$ cat src/rtl/ghostchip_pkg.sv
// Shared framebuffer geometry, arbiter state encoding and RAM-port payload.
package ghostchip_pkg;

  localparam int unsigned FB_ROWS       = 32;
  localparam int unsigned FB_COLS_BYTES = 8;
  localparam int unsigned FB_AW         = 8;
  localparam int unsigned FB_DW         = 8;
  localparam int unsigned POS_W         = 9;
  localparam int unsigned ROW_W         = $clog2(FB_ROWS);
  localparam int unsigned COL_W         = $clog2(FB_COLS_BYTES);
  localparam int unsigned PIX_IDX_W     = 3;
  localparam int unsigned FB_LAST       = FB_ROWS * FB_COLS_BYTES - 1;

  typedef logic [FB_AW-1:0] fb_addr_t;
  typedef logic [FB_DW-1:0] fb_data_t;

  typedef enum logic [1:0] {
    IDLE  = 2'd0,
    ACK   = 2'd1,
    CLEAR = 2'd2
  } arb_state_t;

  typedef struct packed {
    logic     we;
    fb_addr_t addr;
    fb_data_t wdata;
  } ram_req_t;

endpackage

$ cat src/rtl/vram_pixel_serializer.sv
// Captures each fetched framebuffer byte and shifts out one pixel per scaled column.
module vram_pixel_serializer
  import ghostchip_pkg::*;
(
  input  logic                 clk,
  input  logic                 reset,
  input  fb_data_t             ram_rdata,
  input  logic                 load,
  input  logic [PIX_IDX_W-1:0] hpos,
  input  logic                 in_win,
  output logic                 pixel
);

  logic                 load_d1;
  fb_data_t             byte_reg;
  logic [PIX_IDX_W-1:0] idx_d1;
  logic [PIX_IDX_W-1:0] idx_d2;
  logic                 win_d1;
  logic                 win_d2;

  // RAM data lands one cycle after the video slot; the position pipeline matches that plus the byte load.
  always_ff @(posedge clk or posedge reset) begin
    if (reset) begin
      load_d1  <= 1'b0;
      byte_reg <= '0;
      idx_d1   <= '0;
      idx_d2   <= '0;
      win_d1   <= 1'b0;
      win_d2   <= 1'b0;
    end else begin
      load_d1 <= load;
      if (load_d1) begin
        byte_reg <= ram_rdata;
      end
      idx_d1 <= hpos;
      idx_d2 <= idx_d1;
      win_d1 <= in_win;
      win_d2 <= win_d1;
    end
  end

  // MSB is the leftmost pixel of the byte.
  assign pixel = win_d2 & byte_reg[PIX_IDX_W'(7) - idx_d2];

endmodule

$ cat src/rtl/vram_arbiter.sv
// Arbitrates the single-port framebuffer between scanout, the clear engine and the CPU.
module vram_arbiter
  import ghostchip_pkg::*;
#(
  parameter int unsigned V_OFFSET    = 56,
  parameter int unsigned SCALE_SHIFT = 2
)(
  input  logic             clk,
  input  logic             reset,
  input  logic [POS_W-1:0] hpos,
  input  logic [POS_W-1:0] vpos,
  input  logic             cpu_req,
  input  logic             cpu_we,
  input  fb_addr_t         cpu_addr,
  input  fb_data_t         cpu_wdata,
  output logic             cpu_ack,
  output fb_data_t         cpu_rdata,
  input  logic             clr_start,
  output logic             clr_busy,
  output fb_addr_t         ram_addr,
  output logic             ram_we,
  output fb_data_t         ram_wdata,
  input  fb_data_t         ram_rdata,
  output logic             pixel
);

  localparam int unsigned WIN_W = (FB_COLS_BYTES * 8) << SCALE_SHIFT;
  localparam int unsigned WIN_H = FB_ROWS << SCALE_SHIFT;

  arb_state_t       state;
  arb_state_t       state_nx;
  fb_addr_t         clr_cnt;
  fb_addr_t         clr_cnt_nx;
  logic             clr_pend;
  logic             clr_pend_nx;
  logic             cpu_grant_c;
  logic             clr_grant_c;
  logic             in_win_c;
  logic             video_slot_c;
  logic [POS_W-1:0] v_rel;
  fb_addr_t         video_addr;
  ram_req_t         port_c;

  assign v_rel        = vpos - POS_W'(V_OFFSET);
  assign in_win_c     = (hpos < POS_W'(WIN_W)) && (vpos >= POS_W'(V_OFFSET)) &&
                        (vpos < POS_W'(V_OFFSET + WIN_H));
  assign video_slot_c = in_win_c && (hpos[SCALE_SHIFT+2:0] == '0);
  assign video_addr   = {ROW_W'(v_rel >> SCALE_SHIFT), COL_W'(hpos >> (SCALE_SHIFT + 3))};

  // Next-state and grant decode; video slots pre-empt both clear writes and CPU grants.
  always_comb begin
    state_nx    = state;
    clr_cnt_nx  = clr_cnt;
    clr_pend_nx = clr_pend;
    cpu_grant_c = 1'b0;
    clr_grant_c = 1'b0;
    unique case (state)
      IDLE: begin
        if (clr_start || clr_pend) begin
          state_nx    = CLEAR;
          clr_cnt_nx  = '0;
          clr_pend_nx = 1'b0;
        end else if (cpu_req && !video_slot_c) begin
          cpu_grant_c = 1'b1;
          state_nx    = ACK;
        end
      end
      ACK: begin
        if (clr_start) begin
          clr_pend_nx = 1'b1;
        end
        state_nx = IDLE;
      end
      CLEAR: begin
        if (!video_slot_c) begin
          clr_grant_c = 1'b1;
          clr_cnt_nx  = clr_cnt + fb_addr_t'(1);
          if (clr_cnt == fb_addr_t'(FB_LAST)) begin
            state_nx = IDLE;
          end
        end
      end
      default: state_nx = IDLE;
    endcase
  end

  // State, clear counter, pending start and the registered status outputs.
  always_ff @(posedge clk or posedge reset) begin
    if (reset) begin
      state    <= IDLE;
      clr_cnt  <= '0;
      clr_pend <= 1'b0;
      cpu_ack  <= 1'b0;
      clr_busy <= 1'b0;
    end else begin
      state    <= state_nx;
      clr_cnt  <= clr_cnt_nx;
      clr_pend <= clr_pend_nx;
      cpu_ack  <= (state_nx == ACK);
      clr_busy <= (state_nx == CLEAR) || clr_pend_nx;
    end
  end

  // RAM port mux of the current cycle's winner; idle port reads address 0.
  always_comb begin
    port_c = '0;
    if (video_slot_c) begin
      port_c.addr = video_addr;
    end else if (clr_grant_c) begin
      port_c.we   = 1'b1;
      port_c.addr = clr_cnt;
    end else if (cpu_grant_c) begin
      port_c.we    = cpu_we;
      port_c.addr  = cpu_addr;
      port_c.wdata = cpu_wdata;
    end
  end

  assign ram_addr  = port_c.addr;
  assign ram_we    = port_c.we;
  assign ram_wdata = port_c.wdata;
  assign cpu_rdata = (state == ACK) ? ram_rdata : '0;

  vram_pixel_serializer u_serializer (
    .clk       (clk),
    .reset     (reset),
    .ram_rdata (ram_rdata),
    .load      (video_slot_c),
    .hpos      (hpos[SCALE_SHIFT+2:SCALE_SHIFT]),
    .in_win    (in_win_c),
    .pixel     (pixel)
  );

endmodule
$ cat config.mk
export PLATFORM = sky130hd
export DESIGN_NAME = vram_arbiter
export DESIGN_NICKNAME = d
export VERILOG_FILES = /design/src/rtl/ghostchip_pkg.sv /design/src/rtl/vram_pixel_serializer.sv /design/src/rtl/vram_arbiter.sv
export SDC_FILE = /design/constraint.sdc
export NUM_CORES = 1
export LEC_CHECK = 0
export CORE_MARGIN = 3
export CORE_UTILIZATION = 40
export CTS_CLUSTER_SIZE = 30
export DETAILED_ROUTE_END_ITERATION = 8
export PLACE_DENSITY = 0.82
export SYNTH_ARGS = -nofsm -noshare
export SYNTH_HDL_FRONTEND = slang
export SYNTH_SLANG_ARGS = --single-unit
$ cat constraint.sdc
create_clock -name clk -period 7.1 [get_ports clk]
set_input_delay 2.13 -clock clk [delete_from_list [all_inputs] [get_ports clk]]
set_output_delay 2.13 -clock clk [all_outputs]
set_load 0.1 [all_outputs]
# ---- Word-level counts from Yosys, hierarchy flattened
# Cells that the tools add are included.
dict set report totals {
  word_cells 62
  output_inout_bits 28
  register_bits 30
}
dict set report classes {
  n_reduce_logical 11
  n_bitwise 1
  eq_ne 7
  add_sub_neg 3
  n_mux 25
  n_lt_le_gt_ge 4
}
# operator n
set ops {}
lappend ops {{8-bit two-way mux} 6}
lappend ops {{17-bit two-way mux} 1}
lappend ops {{8-bit case mux with 2 select lines} 1}
lappend ops {{9-bit by 6-bit greater-or-equal comparator with 1-bit output (second input constant)} 1}
lappend ops {{9-bit by 8-bit less-than comparator with 1-bit output (second input constant)} 1}
lappend ops {{9-bit less-than comparator (second input constant)} 1}
lappend ops {{1-bit two-way mux} 9}
lappend ops {{9-bit two-way mux} 1}
lappend ops {{8-bit by 1-bit adder with 8-bit output (second input constant)} 1}
lappend ops {{8-bit == test (second input constant)} 1}
lappend ops {{2-bit two-way mux} 4}
lappend ops {{7-bit by 6-bit subtractor with 7-bit output (second input constant)} 1}
lappend ops {{5-bit zero test} 1}
lappend ops {{2-bit by 1-bit == test with 1-bit output (second input constant)} 2}
lappend ops {{2-bit == test (second input constant)} 2}
lappend ops {{1-bit logical AND} 4}
lappend ops {{3-bit by 4-bit less-than comparator with 1-bit output (second input constant)} 1}
lappend ops {{2-bit inequality test (second input constant)} 2}
lappend ops {{2-bit case mux with 2 select lines} 1}
lappend ops {{1-bit binary-select mux with 3-bit select} 1}
lappend ops {{3-bit AND reduction} 1}
lappend ops {{3-bit subtractor (first input constant)} 1}
lappend ops {{2-bit zero test} 1}
lappend ops {{1-bit logical OR} 2}
lappend ops {{4 further kinds} 4}

# ---- Depth between registers and ports, before layout
# Gate-level depths: netlist (run 1).
dict set report logic_depth {
  ltp_word 12
  mapped_depth 8
  mapped_depth_nobuf 7
}

# ---- Cells and area by module
# Synthesis (run 1) repeated with hierarchy kept, for this count alone.
dict set report unflattened {
  hier_cells 152
  area_unflattened_um2 1592.8
}
# module seq_area_each_um2 instances cells_each area_per_inst_um2
set modules_own_cells {}
lappend modules_own_cells {vram_arbiter 325.3 1 118 997.2}
lappend modules_own_cells {vram_pixel_serializer 425.4 1 34 595.6}

# ---- Worst setup path after synthesis (run 1)
# Ideal clock, no wire load.
dict set report synth_path {
  path_type {input -> output}
  startpoint {in vpos[3]}
  endpoint {out ram_addr[7]}
  slack_ns -0.433
  cell_stages 7
  arrival_time_ns 5.403
  t_required_ns 4.970
  path_buffers 1
  path_cell_list {ha_1 a21o_1 a211oi_1 or2_4 inv_2 buf_4 o31ai_1}
}
dict set report synth_between {
  elab_chain_len 12
}
# item line
set synth_lines {}
lappend synth_lines {{start: declaration} vram_arbiter.sv:11} ;# input logic [POS_W-1:0] vpos,
lappend synth_lines {{9-bit by 6-bit greater-or-equal comparator with 1-bit output} vram_arbiter.sv:45} ;# assign in_win_c = (hpos < POS_W'(WIN_W)) && (vpos >= POS_W'(V_OFFSET)) &&
lappend synth_lines {{1-bit logical AND} vram_arbiter.sv:45}
lappend synth_lines {{1-bit logical AND (*)} vram_arbiter.sv:45}
lappend synth_lines {{1-bit logical AND (*)} vram_arbiter.sv:47} ;# assign video_slot_c = in_win_c && (hpos[SCALE_SHIFT+2:0] == '0);
lappend synth_lines {{net u_serializer.load} vram_pixel_serializer.sv:8} ;# input logic load,
lappend synth_lines {{1-bit zero test} n/a}
lappend synth_lines {{1-bit logical AND} vram_arbiter.sv:63} ;# end else if (cpu_req && !video_slot_c) begin
lappend synth_lines {{1-bit two-way mux} vram_arbiter.sv:63}
lappend synth_lines {{1-bit two-way mux} vram_arbiter.sv:59} ;# if (clr_start || clr_pend) begin
lappend synth_lines {{1-bit two-way mux} vram_arbiter.sv:57} ;# unique case (state)
lappend synth_lines {{17-bit two-way mux} vram_arbiter.sv:112} ;# end else if (cpu_grant_c) begin
lappend synth_lines {{9-bit two-way mux} vram_arbiter.sv:109} ;# end else if (clr_grant_c) begin
lappend synth_lines {{8-bit two-way mux (*)} vram_arbiter.sv:107} ;# if (video_slot_c) begin
lappend synth_lines {{end: declaration} vram_arbiter.sv:20} ;# output fb_addr_t ram_addr,
# The timed path passes the listed nets; every way through them passes the cells marked *.

# ---- Worst setup path after layout (run 1)
dict set report layout_path {
  startpoint {in vpos[3]}
  endpoint {out ram_addr[6]}
}
dict set report layout_between {
  elab_chain_len 12
}
# item line
set layout_lines {}
lappend layout_lines {{9-bit by 6-bit greater-or-equal comparator with 1-bit output} vram_arbiter.sv:45}
lappend layout_lines {{1-bit logical AND (2 in a row)} vram_arbiter.sv:45}
lappend layout_lines {{1-bit logical AND} vram_arbiter.sv:47}
lappend layout_lines {{1-bit zero test} n/a}
lappend layout_lines {{1-bit logical AND} vram_arbiter.sv:63}
lappend layout_lines {{1-bit two-way mux} vram_arbiter.sv:63}
lappend layout_lines {{1-bit two-way mux} vram_arbiter.sv:59}
lappend layout_lines {{1-bit two-way mux} vram_arbiter.sv:57}
lappend layout_lines {{17-bit two-way mux} vram_arbiter.sv:112}
lappend layout_lines {{9-bit two-way mux} vram_arbiter.sv:109}
lappend layout_lines {{8-bit two-way mux (*)} vram_arbiter.sv:107}
# Mark *: on every way between the ends. The rest lies on a longest branch, timed or not.

==> results of run 1 <==
==> metrics by stage <==
step / utilization / setup slack (ns)
after floorplan: - / 0.122
after global placement: 0.640 / 0.493
after detailed placement: 0.640 / 0.459
after CTS: 0.666 / 0.440
after global routing: 0.666 / 0.300
final: 0.666 / 0.442
==> critical path: stages <==
cell and delay [ns]:
clkdlybuf4s50_1 0.45, ha_1 0.25, a21o_1 0.21, a211o_1 0.29, or2_4 0.31, inv_2 0.32
a221oi_1 0.09, a21oi_1 0.26, buf_12 0.21
==> worst paths after layout <==
path                                             start                      to  slack (ns)  depth (start not counted)
worst max-delay path                           vpos[3]             ram_addr[6]        0.44                          9
worst min-delay path            u_serializer.idx_d1[1]  u_serializer.idx_d2[1]        0.35                          0
worst max register to register                state[1]              clr_cnt[6]        4.81                          5
worst min register to register  u_serializer.idx_d1[1]  u_serializer.idx_d2[1]        0.35                          0
max in group asynchronous                        reset              clr_cnt[6]        4.03                          2
min in group asynchronous                        reset  u_serializer.idx_d1[2]        2.42                          2
==> synth_stat cells, drive strengths merged (3+ instances only) <==
cell / instances
nand3: 5
a21oi: 4
o31ai: 4
or2: 3
and2: 10
clkbuf: 4
o211ai: 5
a221oi: 7
mux2: 8
nand2: 7
or4: 4
dfrtp: 30
buf: 4
nor2: 15
o21ai: 3
and3: 14
inv: 3
==> cells by family (layout without fill, tap and decap cells) <==
| kind of cell | Yosys count | in the layout | share of synthesized area |
|---|---|---|---|
| AND/OR/NAND/NOR | 65 | 65 | 0.224 |
| AO/OA/AOI/OAI | 32 | 32 | 0.149 |
| multiplexers | 11 | 11 | 0.0914 |
| buffers and inverters | 11 | 85 | 0.0362 |
| adder cells (fa/ha/maj) | 2 | 2 | 0.0158 |
| flip-flops | 30 | 30 | 0.473 |
| XOR/XNOR | 2 | 2 | 0.0110 |
==> cell type report <==
| cell class | instances | area (um2) |
|---|---|---|
| timing repair buffer | 74 | 791 |
| clock inverter | 2 | 12.5 |
| sequential | 30 | 751 |
| fill | 305 | 1250 |
| tap | 48 | 60.1 |
| multi-input combinational | 112 | 785 |
| clock buffer | 6 | 82.6 |
| inverter | 3 | 11.3 |
==> layer usage <==
layer | vias to the layer above | GRT usage | wire (um)
met5 | - | 0 | 0
met4 | 0 | 0.0694 | 77
met3 | 7 | 0.0743 | 334
met2 | 64 | 0.264 | 1850
met1 | 675 | 0.207 | 1730
li1 | 718 | - | -
==> power groups by stage <==
stage	registers (mW)	logic, mW	clock network, mW
CTS	0.242	0.420	0.145
finish	0.243	0.416	0.142
floorplan	0.233	0.269	0
global placement	0.245	0.416	0
detailed placement	0.244	0.419	0
global route	0.249	0.437	0.155
==> metrics.yaml, run 1 <==
status: "complete, no violations"
hold_class: "reg -> reg"
gp_congestion: 0.777
seq_area_frac_synth: 0.473
grt_pass1_vias: 1412
cts-root-buf: "clkbuf_8"
maxSlewViolCount: 0
sw_frac_of_total: 0.438
cts_buffers: 5
ys.flop_type: "dfrtp_1"
grt_usage: 0.170
cts_buffer_depth: 2
worst_hold_slack_ns: 0.349
max_slew_margin: 0.283
drive_gt1_frac: 0.216
critPathLaunchType: "input port"
clk_latency_ns: 0.28
finalCritPeriodShare: 0.938
drt-total-wl_um: 3990
leakage_nw: 1.14
gr-total-overflow: 0
die_area_um2: 4760
clkSlewWorstSetupHoldPaths_ns: 0.07
setup_tns_ns: 0
syn_inst: 153
core_um2: 3740
antenna_found_initial: 0
area_growth_pct: 57.0
yosys_warnings: 0
ctsResizeCount: 0
most-common-layout-cells: "49 x clkdlybuf4s50_1, 30 x dfrtp_1, 16 x buf_4"
drc: 0
post-dp-hpwl_um: 3100
ant_nets: 0
tritoncts: "done"
dp_cells: 267
stdcell_area_um2: 2490
grt_pass1_wl_um: 6510
grt_max_degree: 31
syn-cell-area_um2: 1590
rows: 22
p_total_mw: 0.801
nets: 275
firstDrtPassIters: 4
synth_area_leaders: "dfrtp_1 47%, mux2_2 5.7%, and3_1 5.1%"
io_buffer_count: 74
initial_core_util: 0.424
placedInstanceArea_um2: 2400
viasPerCell: 5.32
intPower_mw: 0.450
comb_power_share: 0.519
clock_sinks: 30
cts_setup_buffers: 0
p_sw_mw: 0.351
crit_path_end_kind: "primary output"
final_common_cell: "clkdlybuf4s50_1"
required_ns: 4.97
finalHoldViolations: 0
synth_fp_nets: 202
crit_arrival_ns: 4.53
drv_cap: 0
postCtsHoldBufs: 0
fp.dieH_um: 69.0
rsz0062_at_grt: "false"
pwr-share-clk: 0.177
synth_top_cell_by_area: "dfrtp_1"
yosys_register_bits: 30
setup_viol: 0
wl_per_cell_um: 14.5
worstSetupPathType: "in -> out"
final_cells: 275
power_per_cell_area_nw_per_um2: 321
p_seq_frac: 0.304
tightest_slew_ns: 1.07
synth_cell_type_count: 41
async_reset_ff_frac: 1.00
clock_skew_ns: 0.00623
cts.htree.levels: 2
max_freq_mhz: 150
synth.avg_cell_area_um2: 10.4
synthDominantCellAreaShare: 0.473
synth_edf_count: 0
irDropWorstVdd_v: 0.000354
die_x_um: 69.0
drt_iter0_drc: 77
n_antenna_cell: 0
vias: 1464
pin_count: 75
cp_max_fo: 24
min_period_ns: 6.66
Power figures use the tool's default switching activity.
==> run 2: changes to the inputs <==
--- a/config.mk
+++ b/config.mk
@@ -5,11 +5,13 @@
 export SDC_FILE = /design/constraint.sdc
 export NUM_CORES = 1
 export LEC_CHECK = 0
+export ABC_AREA = 1
 export CORE_MARGIN = 3
 export CORE_UTILIZATION = 40
 export CTS_CLUSTER_SIZE = 30
 export DETAILED_ROUTE_END_ITERATION = 8
-export PLACE_DENSITY = 0.82
+export PLACE_DENSITY = 0.8
+export REMOVE_ABC_BUFFERS = 1
 export SYNTH_ARGS = -nofsm -noshare
 export SYNTH_HDL_FRONTEND = slang
 export SYNTH_SLANG_ARGS = --single-unit
==> run 2 against run 1 <==
Wire length is 14% higher; via count is 22% higher; final area is 4.7% higher; total power is 6.6% higher; critical endpoint is now ram_addr[7]; worst setup slack better by 0.27 ns; die area is 5.2% higher.
==> metrics.yaml, run 2 <==
ctsResizeCount: 0
cts_buffers: 5
post-dp-hpwl_um: 3440
area_growth_pct: 55.4
clk_latency_ns: 0.28
vias: 1783
finalHoldViolations: 0
worst_slack_ns: 0.713
irDropWorstVdd_v: 0.000175
hold_class: "reg -> reg"
required_ns: 4.97
drv_cap: 0
grt_usage: 0.194
hold_path_depth: 0
viasPerCell: 5.02
status: "complete, no violations"
leakage_nw: 1.30
critPathLaunchType: "input port"
postCtsHoldBufs: 0
finalCritPeriodShare: 0.900
pin_count: 75
rows: 22
worstPathCellList: "clkdlybuf4s50_1 > ha_1 > nand2_1 > nand2_1 > nor2_1 > o21ai_1 > nand3_2 > inv_2 > nand2_1 > o21ai_0 > buf_12"
synth_area_leaders: "dfrtp_1 45%, nand2_1 10%, nand3_1 9.8%"
synth_edf_count: 0
clock_sinks: 30
worstSetupPathType: "in -> out"
drt_iter0_drc: 126
dpl_worst_slack_ns: 0.768
cts.htree.levels: 2
async_reset_ff_frac: 1.00
clock_skew_ns: 0.00772
reg2reg_depth: 6
tightest_slew_ns: 1.10
cp_num_buf_inv: 3
die_area_um2: 5010
cts_setup_buffers: 0
cpLargestDelayFamily: "buffers and inverters"
ys.flop_type: "dfrtp_1"
drive_gt1_frac: 0.130
grt_pass1_vias: 1733
most-common-layout-cells: "49 x clkdlybuf4s50_1, 46 x nand2_1, 38 x nor2_1"
crit_top_cell: "nand2_1"
cp_slowest_stage_delay_ns: 0.49
maxSlewViolCount: 0
antenna_found_initial: 0
die_x_um: 70.8
nets: 356
synth_cell_type_count: 30
crit_arrival_ns: 4.26
power_per_cell_area_nw_per_um2: 327
cp_max_fo: 21
max_slew_margin: 0.266
postLayoutCoreUtil: 0.677
crit_path_end_kind: "primary output"
grt_max_degree: 31
grt_pass1_wl_um: 7740
drc: 0
min_period_ns: 6.39
syn-cell-area_um2: 1680
cp.depth: 11
stdcell_area_um2: 2610
slowest_stage: "clkdlybuf4s50_1"
synthDominantCellAreaShare: 0.447
max_freq_mhz: 157
yosys_register_bits: 30
cts_buffer_depth: 2
clkSlewWorstSetupHoldPaths_ns: 0.06
yosys_warnings: 0
core_um2: 3850
final_common_cell: "clkdlybuf4s50_1"
rsz0062_at_grt: "false"
dp_cells: 348
initial_core_util: 0.436
io_buffer_count: 74
gp_congestion: 0.934
tritoncts: "done"
fp.dieH_um: 70.8
wl_per_cell_um: 12.8
ant_nets: 0
placedInstanceArea_um2: 2500
n_antenna_cell: 0
synth_common_cells: "46 x nand2_1, 38 x nor2_1, 33 x nand3_1"
synth.avg_cell_area_um2: 7.30
setup_viol: 0
synth_top_cell_by_area: "dfrtp_1"
seq_area_frac_synth: 0.447
yosysMostFrequentCell: "nand2_1"
gr-total-overflow: 0
firstDrtPassIters: 4
worst_hold_slack_ns: 0.340
syn_inst: 230
final_cells: 355
cts-root-buf: "clkbuf_8"
drt-total-wl_um: 4530
[run 2: cell types whose count changed in the layout (fill, tap and decap cells not counted), moves of 4 or more]
cell / change
and3_1: -13
or4_1: -4
nand2_1: +39
a221oi_1: -7
nor2_1: +23
inv_1: +29
and2_1: -9
nand3_1: +28
o21ai_0: +6
mux2_2: -8
[run 2: routing by layer]
layer	global-route usage	vias up	wire (um)
met1	0.241	806	1930
met5	0	-	0
met3	0.0625	13	379
met4	0.0898	0	112
li1	-	884	-
met2	0.306	80	2110
[run 2: cell type report]
| type | count | area [um2] |
|---|---|---|
| repair buffers | 75 | 786 |
| multi-input cells | 160 | 768 |
| clock inverters | 1 | 30.0 |
| flip-flops and latches | 30 | 751 |
| inverters | 35 | 131 |
| clock buffers | 6 | 82.6 |
| well taps | 48 | 60.1 |
| fillers | 342 | 1240 |
[run 2: cell families (layout without fill, tap and decap cells)]
kind of cell	after synthesis	count (layout)	share of synthesized area
fa+ha+maj	2	2	0.0149
compound gates	22	22	0.0767
xor+xnor	4	4	0.0209
buf+inv	40	117	0.0954
simple gates	132	132	0.345
flops	30	30	0.447
[run 2: through the flow]
| stage | power (mW) | TNS (ns) |
|---|---|---|
| 2_1_floorplan | 0.526 | -0.148 |
| 5_1_grt | 0.897 | 0 |
| 3_5_place_dp | 0.679 | 0 |
| 4_1_cts | 0.856 | 0 |
| 6_report | 0.854 | 0 |
| 3_3_place_gp | 0.673 | 0 |
[run 2: final timing paths]
path                                         from                       end  slack (ns)
setup / recovery                          vpos[3]               ram_addr[7]        0.71
max in group asynchronous                   reset                clr_cnt[6]        4.01
hold / removal             u_serializer.idx_d1[0]    u_serializer.idx_d2[0]        0.34
hold reg to reg            u_serializer.idx_d1[0]    u_serializer.idx_d2[0]        0.34
min in group asynchronous                   reset  u_serializer.byte_reg[5]        2.43
setup reg to reg                         state[1]                clr_cnt[5]        5.64
[run 2: power by group]
group,total (mW),switching (mW),internal (mW),leakage (nW)
Sequential,0.227,0.0282,0.199,0.357
Combinational,0.451,0.315,0.136,0.884
Clock,0.176,0.0637,0.112,0.0573
Total,0.854,0.407,0.447,1.30
[run 2: worst reg2reg max path, stage by stage (launching register included)]
cell	delay [ns]
dfrtp_1	0.43
nand2_1	0.25
inv_2	0.15
nand2_2	0.22
nand2_2	0.17
nand2_1	0.10
nand2_1	0.05
==> run 3: changes to the inputs <==
--- a/config.mk
+++ b/config.mk
@@ -6,11 +6,15 @@
 export NUM_CORES = 1
 export LEC_CHECK = 0
 export ABC_AREA = 1
+export CELL_PAD_IN_SITES_DETAIL_PLACEMENT = 0
+export CELL_PAD_IN_SITES_GLOBAL_PLACEMENT = 2
 export CORE_MARGIN = 3
-export CORE_UTILIZATION = 40
+export CORE_UTILIZATION = 23
 export CTS_CLUSTER_SIZE = 30
 export DETAILED_ROUTE_END_ITERATION = 8
-export PLACE_DENSITY = 0.8
+export GPL_TIMING_DRIVEN = 1
+export PLACE_DENSITY = 0.87
+export RECOVER_POWER = 25
 export REMOVE_ABC_BUFFERS = 1
 export SYNTH_ARGS = -nofsm -noshare
 export SYNTH_HDL_FRONTEND = slang
==> run 3 against run 2 <==
The run now ends with max-capacitance violations, max-slew violations left; final cell count increased by 14%; worst hold slack better by 0.011 ns; die area rose by 67%; largest power group unchanged.
==> metrics.yaml, run 3 (synthesis gave the netlist of run 2 again) <==
rows: 30
maxSlewViolCount: 31
wl_met2_um: 2450
critPathLaunchType: "input port"
cts_setup_buffers: 0
placedInstanceArea_um2: 2580
required_ns: 4.97
worst_slack_ns: 0.710
antenna_found_initial: 0
cpLargestDelayFamily: "buffers and inverters"
grt_max_degree: 31
io_buffer_count: 74
tritoncts: "done"
post-dp-hpwl_um: 3830
finalHoldViolations: 0
max_freq_mhz: 156
drt-total-wl_um: 4900
wl_met3_um: 253
tightest_slew_ns: 1.63
p_total_mw: 0.832
firstDrtPassIters: 4
clkSlewWorstSetupHoldPaths_ns: 0.06
most-common-layout-cells: "46 x nand2_1, 39 x clkdlybuf4s50_1, 38 x nor2_1"
gp_congestion: 0.784
initial_core_util: 0.242
gr-total-overflow: 0
setup_viol: 0
grt_pass1_vias: 1695
drv_cap: 1
nets: 357
multiInputGateArea_um2: 768
die_x_um: 91.4
fillers: 733
drive_gt1_frac: 0.133
slowest_stage: "clkdlybuf4s50_1"
stdcell_area_um2: 2670
vias: 1707
leakage_nw: 1.30
drc: 0
cp_max_fo: 21
grt_pass1_wl_um: 8250
grt_usage: 0.120
hold_class: "reg -> reg"
setup_tns_ns: 0
worstSetupPathType: "in -> out"
cp_num_buf_inv: 3
pin_count: 75
n_antenna_cell: 0
clock_sinks: 30
core_um2: 6940
rsz0062_at_grt: "false"
highest_layer: "met4"
cts-root-buf: "clkbuf_8"
power_per_cell_area_nw_per_um2: 312
crit_path_end_kind: "primary output"
cts_buffer_depth: 2
finalCritPeriodShare: 0.900
register_area_um2: 751
drt-met1-wl_um: 2160
viasPerCell: 4.21
ant_nets: 0
worstPathCellList: "clkdlybuf4s50_1 > ha_1 > nand2_1 > nand2_1 > nor2_1 > o21ai_1 > nand3_2 > inv_2 > nand2_1 > o21ai_0 > buf_12"
irDropWorstVdd_v: 0.000149
wl_per_cell_um: 12.1
max_slew_margin: -0.0839
crit_top_cell: "nand2_1"
worst_hold_slack_ns: 0.351
status: "finished, violations left"
cts.htree.levels: 2
fp.dieH_um: 91.4
clk_latency_ns: 0.28
dpl_worst_slack_ns: 0.691
area_growth_pct: 58.9
crit_arrival_ns: 4.26
min_period_ns: 6.39
violations: "max-capacitance violations, max-slew violations"
clock_skew_ns: 0.00505
cp_slowest_stage_delay_ns: 0.50
cts_buffers: 5
ctsResizeCount: 0
die_area_um2: 8360
drt_iter0_drc: 52
postCtsHoldBufs: 0
final_common_cell: "nand2_1"
## run 3: cell types whose count changed in the layout (fill, tap and decap cells not counted), sizes merged
| cell | change |
|---|---|
| clkinv | +1 |
| bufinv | -1 |
| clkinvlp | +1 |
| clkbuf | +1 |
| dlygate4sd3 | +10 |
| clkdlybuf4s50 | -10 |
## run 3: area by class of cell
| cell class | count | share of cell area |
|---|---|---|
| timing repair buffer | 76 | 0.301 |
| multi-input combinational | 160 | 0.288 |
| sequential | 30 | 0.281 |
| inverter | 35 | 0.0492 |
| tap | 96 | 0.0450 |
| clock buffer | 6 | 0.0310 |
| clock inverter | 2 | 0.00469 |
## run 3: routing by layer
layer / up-vias / global-route usage
met4: 0 / 0.0226
met2: 39 / 0.208
met3: 4 / 0.0290
met5: - / 0
met1: 782 / 0.151
li1: 882 / -
## run 3: power breakdown
part           leakage (nW)  switching (mW)  internal (mW)
Sequential            0.357          0.0270          0.198
Combinational         0.893           0.316          0.143
Clock                0.0472          0.0688         0.0778
## run 3: path summary, 6_finish.rpt
check	start	endpoint	slack, ns	depth (start not counted)
worst max-delay path	vpos[3]	ram_addr[7]	0.71	11
worst max register to register	state[1]	clr_cnt[6]	5.63	6
max in group asynchronous	reset	u_serializer.byte_reg[0]	3.30	3
worst min-delay path	u_serializer.idx_d1[1]	u_serializer.idx_d2[1]	0.35	0
min in group asynchronous	reset	u_serializer.win_d1	2.86	3
worst min register to register	u_serializer.idx_d1[1]	u_serializer.idx_d2[1]	0.35	0
## run 3: through the flow
| step | std cells | utilization |
|---|---|---|
| after floorplan | 225 | - |
| after global placement | 397 | 0.371 |
| after detailed placement | 397 | 0.371 |
| after CTS | 405 | 0.385 |
| after global routing | 405 | 0.384 |
| final | 405 | 0.384 |
## run 3: worst reg2reg max path, cell delays in order (launching register included)
cell and delay, ns:
dfrtp_1 0.44, nand2_1 0.27, inv_2 0.16, nand2_2 0.22, nand2_2 0.14, nand2_1 0.08
nand2_1 0.05
==> RTL edit, RTL diff (flow settings as in run 3) <==
Set the package constant `POS_W` to 7 (it was 9).
--- a/src/rtl/ghostchip_pkg.sv
+++ b/src/rtl/ghostchip_pkg.sv
@@ -5,7 +5,7 @@
   localparam int unsigned FB_COLS_BYTES = 8;
   localparam int unsigned FB_AW         = 8;
   localparam int unsigned FB_DW         = 8;
-  localparam int unsigned POS_W         = 9;
+  localparam int unsigned POS_W         = 7;
   localparam int unsigned ROW_W         = $clog2(FB_ROWS);
   localparam int unsigned COL_W         = $clog2(FB_COLS_BYTES);
   localparam int unsigned PIX_IDX_W     = 3;
Ports: changed (resized hpos and vpos); port bits go from 75 to 71. The function was not compared with the original's and may differ.
==> RTL edit against run 3 <==
Sequential cell count is 17 lower. Cell count is 40% lower. Worst setup slack better by 0.76 ns. First-iteration DRC count is 29% lower. Synthesized cell count is 39% lower. Wire length is 49% lower. Sequential power is 49% lower. Clock power is 56% lower. Final area is 45% lower. Count of clock-buffer cells in the layout is 2 lower. Critical path depth is 4 lower. Synthesized area is 47% lower. Power is 34% lower. Sequential share of layout area is 5.8 points lower. Highest routed layer unchanged.
==> RTL edit: results (changes against run 3) <==
* Status: finished clean
* Via Count at 983 (-42%)
* Total CTS buffers at 3 (-2)
* Async set-reset flop share out of synthesis at 1.000 (unchanged)
* # port buffers at 55 (-26%)
* Period utilization at 0.7931 (-0.1069)
* Worst Skew at 0.0007804 ns (-0.004267 ns)
* DP Area at 0.001411 sq mm (-45%)
* DRT Wirelength at 2516 microns (-49%)
* Gate count of the mapped netlist at 140 (-39%)
* Layout cell share with drive strength beyond 1 at 0.1726 (+0.03990)
* Crit-path max cell delay at 0.41 ns (-0.09 ns)
* P_leak at 0.7952 nW (-39%)
* Top post-synthesis cells by area: dfrtp_1, nand2_1, inv_1
* Via-to-Cell Ratio at 4.045 (-4.0%)
* Worst hold margin at 0.5588 ns (+0.2078 ns)
* Initial drt markers at 37 (-29%)
* First-pass GRT wire length at 3877 microns (-53%)
* Worst R2R Setup Slack at 5.66 ns (+0.03 ns)
* Worst flop-to-flop path endpoint: clr_cnt[5]
* Pre-CTS setup slack at 1.469 ns (+0.7772 ns)
* Largest net degree at the start of global routing at 14 (-55%)
* Clock-pin slew on the worst setup and hold paths at around 0.050 ns
* Crit path from: clr_start
* Hold Crit Endpoint: clr_cnt[3]
* Register area share after synthesis at 0.3678 (-0.07934)
* Crit path capture: ram_addr[0]
* Vias in the first global route at 846 (-50%)
* Final nets at 242 (-32%)
* Total GRT Usage at 0.1118 (-0.007886)
* Count of cell types in the netlist at 20 (-33%)
* Slew headroom at 0.3553 (+0.4392)
* Worst-Skew Late Latency at 0.24 ns (-0.04 ns)
* DRT Pass-1 Iters at 4 (unchanged)
* H-tree depth at 1 (-1)
* Gpl congestion at 0.7024 (-10%)
* DP HPWL at 2005 microns (-48%)
* Commonest cells in the netlist: nand2_1, inv_1, nor2_1
* Max IR drop VDD at 0.2499 mV (+68%)
* Worst Path Max Fanout at 10 (-52%)
* Hold Path Stages at 2 (+2)
## RTL edit: power breakdown
group          switching, mW  leakage [nW]  internal, mW
registers             0.0200         0.168        0.0948
clock network         0.0255        0.0228        0.0396
logic                  0.286         0.604        0.0802
## RTL edit: per-layer routing
metal  track usage  vias up  wire [microns]
li1              -      524               -
met1        0.1497      412            1180
met2        0.1600       42            1033
met3       0.04269        5             258
met4       0.04467        0              42
met5             0        -               0
## RTL edit: final cells by class
cell class / instances / area [sq um]
fillers: 410 / 2064
repair buffers: 55 / 488.0
multi-input cells: 91 / 410.4
flip-flops and latches: 13 / 325.3
inverters: 34 / 130.1
well taps: 46 / 57.56
clock buffers: 4 / 45.04
## RTL edit: cell families after synthesis
family	synth area share
adders and majority gates	0.01414
buffers and inverters	0.1683
other	0.004239
DFF	0.3677
AOI/OAI and AO/OA	0.07497
xor gates and xnor gates	0.009903
and+or+nand+nor	0.3607
